### src/rtl/dot_sgn_pkg.sv
// Shared types and width helpers for the signed dot-product sequencer.
package dot_sgn_pkg;

  typedef enum logic [1:0] {
    IDLE  = 2'd0,
    LOAD  = 2'd1,
    DRAIN = 2'd2,
    DONE  = 2'd3
  } state_e;

  // Exact accumulator width: one beat term plus growth for MAX_PAIRS additions.
  function automatic int accw(input int bw, input int max_pairs);
    return 2*bw + 1 + $clog2(max_pairs);
  endfunction

  function automatic int lenw(input int max_pairs);
    return $clog2(max_pairs + 1);
  endfunction

endpackage

### src/rtl/dot_pair_sgn.sv
// Combinational signed a*b + c*d, full precision on 2*BW+1 bits.
module dot_pair_sgn #(
  parameter int BW = 8
) (
  input  logic signed [BW-1:0] i_a,
  input  logic signed [BW-1:0] i_b,
  input  logic signed [BW-1:0] i_c,
  input  logic signed [BW-1:0] i_d,
  output logic signed [2*BW:0] o_p
);

  logic signed [2*BW:0] w_ab, w_cd;

  // Operands are sign-extended first; each product fits in 2*BW bits, the sum in 2*BW+1.
  assign w_ab = (2*BW+1)'(i_a) * (2*BW+1)'(i_b);
  assign w_cd = (2*BW+1)'(i_c) * (2*BW+1)'(i_d);
  assign o_p  = w_ab + w_cd;

endmodule

### src/rtl/dot_sgn_seq_ctrl.sv
// Multi-beat signed dot-product reducer: FSM, beat counter, term register and accumulator.
module dot_sgn_seq_ctrl
  import dot_sgn_pkg::*;
#(
  parameter int BW        = 8,
  parameter int MAX_PAIRS = 16,
  parameter int LENW      = lenw(MAX_PAIRS),
  parameter int ACCW      = accw(BW, MAX_PAIRS)
) (
  input  logic            clk,
  input  logic            rst,
  input  logic            start,
  input  logic [LENW-1:0] cfg_len,
  input  logic            abort,
  input  logic            in_valid,
  output logic            in_ready,
  input  logic [BW-1:0]   in_a,
  input  logic [BW-1:0]   in_b,
  input  logic [BW-1:0]   in_c,
  input  logic [BW-1:0]   in_d,
  output logic            out_valid,
  input  logic            out_ready,
  output logic [ACCW-1:0] out_res,
  output logic            busy
);

  state_e                 r_state;
  logic [LENW-1:0]        r_len, r_cnt;
  logic [LENW-1:0]        w_len, w_cnt_nxt;
  logic signed [2*BW:0]   r_pq, w_term;
  logic                   r_pv;
  logic signed [ACCW-1:0] r_acc, w_pq_ext;
  logic                   w_hs;

  dot_pair_sgn #(.BW(BW)) u_pair (
    .i_a (in_a),
    .i_b (in_b),
    .i_c (in_c),
    .i_d (in_d),
    .o_p (w_term)
  );

  assign w_len     = (cfg_len > LENW'(MAX_PAIRS)) ? LENW'(MAX_PAIRS) : cfg_len;
  assign w_cnt_nxt = r_cnt + LENW'(1);
  assign w_pq_ext  = {{(ACCW-2*BW-1){r_pq[2*BW]}}, r_pq};
  assign in_ready  = (r_state == LOAD) && !abort;
  assign w_hs      = in_valid && in_ready;
  assign out_valid = (r_state == DONE);
  // Result is only exposed in DONE so partial sums never leak out.
  assign out_res   = out_valid ? r_acc : '0;
  assign busy      = (r_state != IDLE);

  always_ff @(posedge clk or posedge rst) begin
    if (rst) begin
      r_state <= IDLE;
      r_len   <= '0;
      r_cnt   <= '0;
      r_pq    <= '0;
      r_pv    <= 1'b0;
      r_acc   <= '0;
    end else if (abort) begin
      r_state <= IDLE;
      r_cnt   <= '0;
      r_pv    <= 1'b0;
      r_acc   <= '0;
    end else begin
      r_pv <= w_hs;
      if (w_hs) r_pq <= w_term;
      if (r_pv) r_acc <= r_acc + w_pq_ext;
      unique case (r_state)
        IDLE: if (start) begin
          r_len   <= w_len;
          r_cnt   <= '0;
          r_acc   <= '0;
          r_state <= (w_len == '0) ? DRAIN : LOAD;
        end
        LOAD: if (w_hs) begin
          r_cnt <= w_cnt_nxt;
          if (w_cnt_nxt == r_len) r_state <= DRAIN;
        end
        DRAIN:   r_state <= DONE;
        DONE:    if (out_ready) r_state <= IDLE;
        default: r_state <= IDLE;
      endcase
    end
  end

endmodule

### config.mk
export PLATFORM = sky130hd
export DESIGN_NAME = dot_sgn_seq_ctrl
export DESIGN_NICKNAME = d
export VERILOG_FILES = /design/src/rtl/dot_sgn_pkg.sv /design/src/rtl/dot_pair_sgn.sv /design/src/rtl/dot_sgn_seq_ctrl.sv
export SDC_FILE = /design/constraint.sdc
export NUM_CORES = 1
export LEC_CHECK = 0
export ABC_AREA = 1
export CAP_MARGIN = 20
export CORE_UTILIZATION = 35
export CTS_CLUSTER_DIAMETER = 80
export DETAILED_ROUTE_END_ITERATION = 10
export GPL_TIMING_DRIVEN = 0
export PLACE_DENSITY_LB_ADDON = 0.05
export RECOVER_POWER = 50
export SYNTH_ARGS = -nofsm -noshare
export SYNTH_HDL_FRONTEND = slang
export SYNTH_SLANG_ARGS = --single-unit
### constraint.sdc
create_clock -name clk -period 1.8 [get_ports clk]
set_clock_uncertainty 0.15 [all_clocks]
set_input_delay 0.36 -clock clk [delete_from_list [all_inputs] [get_ports clk]]
set_output_delay 0.36 -clock clk [all_outputs]
set_load 0.02 [all_outputs]
==> PnR_summary.wiki, run 1 <==
{| class="wikitable"
! Metric !! Value
|-
| Horizontal die dimension || 169 um
|-
| Relative slew margins || 0.507
|-
| Number of antenna repair diodes || 0
|-
| Net Count, Synth || 1662
|-
| Number of slew-limit violations in the final report || 0
|-
| DRT met1 WL || 11500 um
|-
| Worst skew pair latency || 0.30 ns
|-
| Max Buffers Root-to-Sink || 2
|-
| Synth warn || 0
|-
| Maximum clock frequency || 0.208 GHz
|-
| Final Hold Fails || 0
|-
| GRT Util Overall || 0.189
|-
| Initial cell density of the core || 0.360
|-
| Area of the die || 0.0287 sq mm
|-
| Maximum cell stage delay along the critical path || 0.52 ns
|-
| Startpoint kind of the worst setup timing path || input port
|-
| Count of flip-flops with a built-in enable after synthesis || 0
|-
| Placed inst area || 0.0113 sq mm
|-
| Number of global-route vias before repair || 9049
|-
| Failing checks || setup timing
|-
| Crit Path Category || input port to register
|-
| Most frequent standard cell in the layout excluding fill and tap cells || inv_1
|-
| First-pass GRT wire length || 43800 um
|-
| Run status || finished, violations left
|-
| Detailed-placement wirelength estimate || 20300 um
|-
| FP Rows || 60
|-
| Fill cell count || 2660
|-
| Capturing element type of the critical path || register
|-
| Number of nets at the end of the flow || 1813
|-
| FF+latch area || 0.00129 sq mm
|-
| Clock root cell || clkbuf_16
|-
| Share of synthesized area occupied by flip-flops and latches || 0.130
|-
| Core area || 0.0272 sq mm
|-
| Drc violations || 0
|-
| Unique masters post-synth || 47
|-
| Detailed router's first-iteration violation count || 372
|-
| Vias after detailed routing || 8949
|-
| CP max stage cell || fa_1
|-
| GR Overflow Total || 0
|-
| Mean area per synthesized cell || 6.96 sq um
|-
| Post-synth top flop || dfrtp_1
|-
| Cell Count Post-Placement || 1817
|-
| Routed met2 length || 14000 um
|-
| Final std cell area, no fill || 0.0142 sq mm
|-
| Summed instance area of the synthesized netlist || 0.00980 sq mm
|-
| Setup repair after global routing missed its margin || true
|-
| Area leader, netlist || fa_1
|-
| Final number of setup-violating endpoints || 55
|-
| Drt wl/cell || 13.6 um
|-
| Share of final-layout standard cells stronger than drive strength 1 || 0.363
|-
| Number of levels the H-tree was split into || 2
|-
| Total area of multi-input combinational cells || 0.00886 sq mm
|-
| Share of flip-flops with an asynchronous set or reset || 1.00
|-
| Number of sinks handled by clock tree synthesis || 51
|-
| Hold-fix buffer count after cts || 0
|-
| Final cell count without fillers || 1932
|-
| Largest net degree at the start of global routing || 38
|-
| Slew at the pin with the worst max-slew slack || 0.740 ns
|-
| Pre-CTS WS || -4.16 ns
|-
| Top layer reached by signal wires || met4
|-
| Synthesized instance count || 1408
|-
| Fraction of post-synthesis cell area in the top cell type by area || 0.229
|-
| Via density || 4.63
|-
| Most used cells in the layout excluding fill and tap cells || inv_1 (319), nand2_1 (232), fa_1 (107), buf_4 (84), inv_2 (69)
|-
| Area growth syn-to-layout || 45.3%
|-
| Y dimension of the die || 169 um
|-
| Post-route antenna net violation count || 0
|-
| Largest cells by area after synthesis || fa_1 (23%), inv_1 (15%), dfrtp_1 (13%), ha_1 (13%), nand2_1 (12%)
|-
| Total CTS buffers || 5
|-
| Clock edge transition at the registers on the reported setup and hold paths || 0.07 ns
|-
| Max-cap violation count || 0
|-
| Router iterations before antenna repair || 4
|-
| Weighted congestion at the end of routability-driven global placement || 0.881
|-
| Share of the clock period used by the worst path after layout || 2.67
|-
| Worst path setup slack after routing || -3.00 ns
|-
| Number of register bits inferred by synthesis || 51
|-
| Routed length on met3 || 430 um
|-
| Number of buffers inserted by port buffering || 36
|-
| WL final || 26300 um
|-
| Fin crit period || 4.80 ns
|-
| Number of top-level design ports || 67
|-
| Worst-path fanout max || 8
|-
| CP arrival || 4.85 ns
|-
| Antenna violations before repair || 0
|-
| CP required || 1.84 ns
|-
| Clock tree from TritonCTS || done
|-
| Hold WC Path Type || input port to register
|}
[repair_timing]
item / in CTS / in global routing
pin swaps: 109 / 109
setup endpoints to repair: 75 / 65
resized for setup: 433 / 215
endpoints found under the hold margin: 0 / 0
buffers inserted: 71 / 42
cloned: 1 / 0
[metrics by stage]
stage | hold WS [ns] | util | TNS (ns)
final | 0.383 | 0.524 | -40.94
after global routing | 0.429 | 0.524 | -46.06
after CTS | 0.237 | 0.491 | -45.31
after detailed placement | 0.339 | 0.416 | -74.73
after global placement | 0.334 | 0.415 | -133.99
after floorplan | 0.306 | - | -35.30
[synthesized netlist by cell type, types with 2 or more instances]
library cell / instances
ha_1: 99
xor2_1: 24
o21ai_2: 2
buf_2: 5
a31oi_1: 4
nor2_2: 3
clkbuf_1: 35
nor2_1: 84
o22ai_1: 3
o21bai_1: 6
nand3_1: 74
or2_1: 3
a21o_1: 5
o21ai_1: 6
or2_2: 4
o21ai_0: 37
nor4_1: 2
xnor2_1: 22
a21oi_1: 55
nor2_4: 2
nand2_1: 321
o211ai_1: 8
nand2_2: 8
fa_1: 112
nor3_1: 10
nand3b_1: 2
inv_1: 393
nand4_1: 10
dfrtp_1: 51
[worst max-delay path, delay by kind of cell]
kind / cells / cell delay [ns]
fa+ha+maj: 6 / 2.51
compound gates: 4 / 0.53
buf+inv: 8 / 0.54
simple gates: 11 / 0.87
[path summary, 6_finish.rpt]
kind                                        endpoint  cells after the start  slack, ns            startpoint
min in group asynchronous       r_cnt[1]$_DFFE_PP0P_                      2       0.47                   rst
worst min-delay path             r_pq[0]$_DFFE_PP0P_                      6       0.38               in_c[0]
worst min register to register  r_len[0]$_DFFE_PP0P_                      2       0.40  r_len[0]$_DFFE_PP0P_
worst max register to register   r_acc[20]$_DFF_PP0_                     11      -0.24   r_pq[0]$_DFFE_PP0P_
worst max-delay path            r_pq[15]$_DFFE_PP0P_                     29      -3.00               in_b[0]
max in group asynchronous        r_pq[9]$_DFFE_PP0P_                      3       0.22                   rst
[metal layers]
layer,track usage,vias to the layer above
li1,-,4493
met1,0.235,4318
met4,0.0427,0
met5,0,-
met3,0.00700,32
met2,0.359,106
[cell type report]
class,instances,area share
multi-input cells,921,0.622
inverters,395,0.106
repair buffers,145,0.0943
flip-flops and latches,51,0.0903
plain buffers,40,0.0411
well taps,372,0.0327
clock buffers,6,0.00905
clock inverters,2,0.00422
[cells by family (layout without fill, tap and decap cells)]
family / Yosys count / count (layout) / synth area share
AOI/OAI and AO/OA: 137 / 137 / 0.0806
xor gates and xnor gates: 46 / 46 / 0.0411
adders and majority gates: 211 / 211 / 0.355
buffers and inverters: 436 / 588 / 0.168
DFF: 51 / 51 / 0.130
muxes: 1 / 1 / 0.00102
and+or+nand+nor: 526 / 526 / 0.224
[state kept, by name, summed over array words and instances, names as in the netlist]
signal,count
r_acc,21
r_pq,17
r_cnt,5
r_len,5
r_state,2
r_pv,1
Power of run 1 is not shown: default switching activity piles up to over one toggle a cycle in this logic, so the estimate is an artifact.
==> inputs of run 2 (changes only) <==
--- a/config.mk
+++ b/config.mk
@@ -7,6 +7,7 @@
 export LEC_CHECK = 0
 export ABC_AREA = 1
 export CAP_MARGIN = 20
+export CORE_MARGIN = 10
 export CORE_UTILIZATION = 35
 export CTS_CLUSTER_DIAMETER = 80
 export DETAILED_ROUTE_END_ITERATION = 10
==> run 2 against run 1 <==
Compared with the run above:
- count of clock-buffer cells in the layout stayed put
- routed wire length is 1.2% higher
- final cell count is 0.62% higher
- sequential share of layout area down 0.18 points
- fmax fell by 0.12%
- register-to-register slack got worse by 0.04 ns
- worst hold slack barely moved
- highest routed layer unchanged
- the flow still finishes with violations (setup timing)
- final area up 1.9%
- critical path type unchanged
- via count is 0.11% lower
==> PnR_summary.wiki, run 2 (synthesis results as in run 1) <==
{| class="wikitable"
! Metric !! Value
|-
| Y dimension of the die || 187 um
|-
| Capturing element type of the critical path || register
|-
| GRT Util Overall || 0.150
|-
| Detailed-placement wirelength estimate || 20800 um
|-
| Horizontal die dimension || 187 um
|-
| CP top delay family || adder cells
|-
| Cell Count Post-Placement || 1823
|-
| Worst reg-to-reg setup slack || -0.28 ns
|-
| Slew at the pin with the worst max-slew slack || 0.729 ns
|-
| Initial cell density of the core || 0.354
|-
| Share of the clock period used by the worst path after layout || 2.67
|-
| FP Rows || 61
|-
| Setup repair after global routing missed its margin || true
|-
| Critical path depth in cells || 26
|-
| Hold WC Path Type || register to register
|-
| Vias after detailed routing || 8939
|-
| Most used cells in the layout excluding fill and tap cells || inv_1 (325), nand2_1 (237), fa_1 (106), buf_4 (81), ha_4 (66)
|-
| Relative slew margins || 0.514
|-
| Area growth syn-to-layout || 48.0%
|-
| Weighted congestion at the end of routability-driven global placement || 0.870
|-
| DRT met1 WL || 11600 um
|-
| Worst path setup slack after routing || -3.01 ns
|-
| Fin crit period || 4.81 ns
|-
| Top layer reached by signal wires || met4
|-
| Final number of setup-violating endpoints || 61
|-
| Number of global-route vias before repair || 9240
|-
| CP required || 1.85 ns
|-
| Number of top-level design ports || 67
|-
| Largest registers || r_acc (21), r_pq (17)
|-
| Worst flop-to-flop path startpoint || r_pq[0]$_DFFE_PP0P_
|-
| Core area || 0.0277 sq mm
|-
| Max reg flops || 21
|-
| Placed inst area || 0.0113 sq mm
|-
| Final hold slack || 0.383 ns
|-
| Max-cap violation count || 0
|-
| Clock tree from TritonCTS || done
|-
| Final std cell area, no fill || 0.0145 sq mm
|-
| Number of levels the H-tree was split into || 2
|-
| Number of slew-limit violations in the final report || 0
|-
| CP Buf/Inv Count || 6
|-
| Number of antenna repair diodes || 0
|-
| Detailed router's first-iteration violation count || 396
|-
| Final cell count without fillers || 1944
|-
| Capturing element of the worst setup path || r_pq[16]$_DFFE_PP0P_
|-
| Startpoint kind of the worst setup timing path || input port
|-
| Routed met2 length || 14200 um
|-
| Number of buffers inserted by port buffering || 36
|-
| Total CTS buffers || 5
|-
| GR Overflow Total || 0
|-
| Share of final-layout standard cells stronger than drive strength 1 || 0.372
|-
| Clock root cell || clkbuf_16
|-
| Worst-case reg-to-reg path depth || 12
|-
| Router iterations before antenna repair || 6
|-
| Maximum clock frequency || 0.208 GHz
|-
| Largest net degree at the start of global routing || 36
|-
| Number of nets at the end of the flow || 1819
|-
| Failing checks || setup timing
|-
| Clock edge transition at the registers on the reported setup and hold paths || 0.07 ns
|-
| Largest reg by FF count || r_acc
|-
| First-pass GRT wire length || 44600 um
|-
| Worst skew pair latency || 0.30 ns
|-
| Max Buffers Root-to-Sink || 2
|-
| Fill cell count || 2648
|-
| Antenna violations before repair || 0
|-
| Drc violations || 0
|-
| Run status || finished, violations left
|-
| CP max stage cell || fa_1
|-
| R2R Path End || r_acc[8]$_DFF_PP0_
|-
| Final Hold Fails || 0
|-
| Area of the die || 0.0351 sq mm
|-
| Post-route antenna net violation count || 0
|-
| Number of sinks handled by clock tree synthesis || 51
|-
| Maximum cell stage delay along the critical path || 0.55 ns
|-
| Drt wl/cell || 13.7 um
|-
| Crit Path Category || input port to register
|-
| Hold-fix buffer count after cts || 0
|-
| WL final || 26600 um
|-
| Worst Setup SP || in_b[4]
|-
| Via density || 4.60
|-
| Worst-path fanout max || 8
|-
| Routed length on met3 || 458 um
|-
| CP arrival || 4.85 ns
|-
| Most frequent standard cell in the layout excluding fill and tap cells || inv_1
|}
[run 2: worst register-to-register path: cells and delay by family (launching register included)]
kind / cells / cell delay [ns]
buffers and inverters: 3 / 0.26
DFF: 1 / 0.39
adders and majority gates: 2 / 0.58
AOI/OAI and AO/OA: 1 / 0.12
and+or+nand+nor: 6 / 0.46
[run 2: how the worst min path moves through the flow]
stage                               startpoint              endpoint  slack (ns)  cells past startpoint
after global routing      r_len[2]$_DFFE_PP0P_  r_len[2]$_DFFE_PP0P_        0.41                      1
after CTS                                  rst   r_acc[20]$_DFF_PP0_        0.24                      2
after detailed placement  r_pq[11]$_DFFE_PP0P_  r_pq[11]$_DFFE_PP0P_        0.34                      2
after floorplan            r_pq[9]$_DFFE_PP0P_   r_pq[9]$_DFFE_PP0P_        0.31                      2
final                     r_len[4]$_DFFE_PP0P_  r_len[4]$_DFFE_PP0P_        0.38                      2
after global placement    r_pq[12]$_DFFE_PP0P_  r_pq[12]$_DFFE_PP0P_        0.33                      2
[run 2: cell type report]
| cell class | instances | area, sq um | area share |
|---|---|---|---|
| plain buffers | 41 | 572 | 0.0394 |
| clock buffers | 6 | 129 | 0.00889 |
| clock inverters | 2 | 16.3 | 0.00112 |
| inverters | 395 | 1510 | 0.104 |
| multi-input cells | 921 | 9100 | 0.627 |
| flip-flops and latches | 51 | 1280 | 0.0885 |
| well taps | 378 | 473 | 0.0326 |
| repair buffers | 150 | 1420 | 0.0978 |
[run 2: metrics by stage]
step	setup TNS (ns)	setup slack, ns	util
finish	-41.93	-3.01	0.524
global route	-48.56	-3.29	0.524
CTS	-42.75	-3.02	0.478
detailed placement	-73.57	-4.14	0.408
global placement	-129.73	-4.14	0.408
floorplan	-35.30	-3.15	-
[run 2: layer usage]
layer	GRT usage	vias up
li1	-	4514
met1	0.186	4299
met2	0.273	104
met3	0.0104	22
met4	0.0397	0
met5	0	-
[run 2: repair_timing]
action | 4_1_cts | 5_1_grt
pin swaps | 111 | 144
endpoints found under the setup margin | 75 | 68
setup buffers | 75 | 42
gates resized for setup | 405 | 272
gates cloned | 1 | 0
Power of run 2 is left out for the same reason.
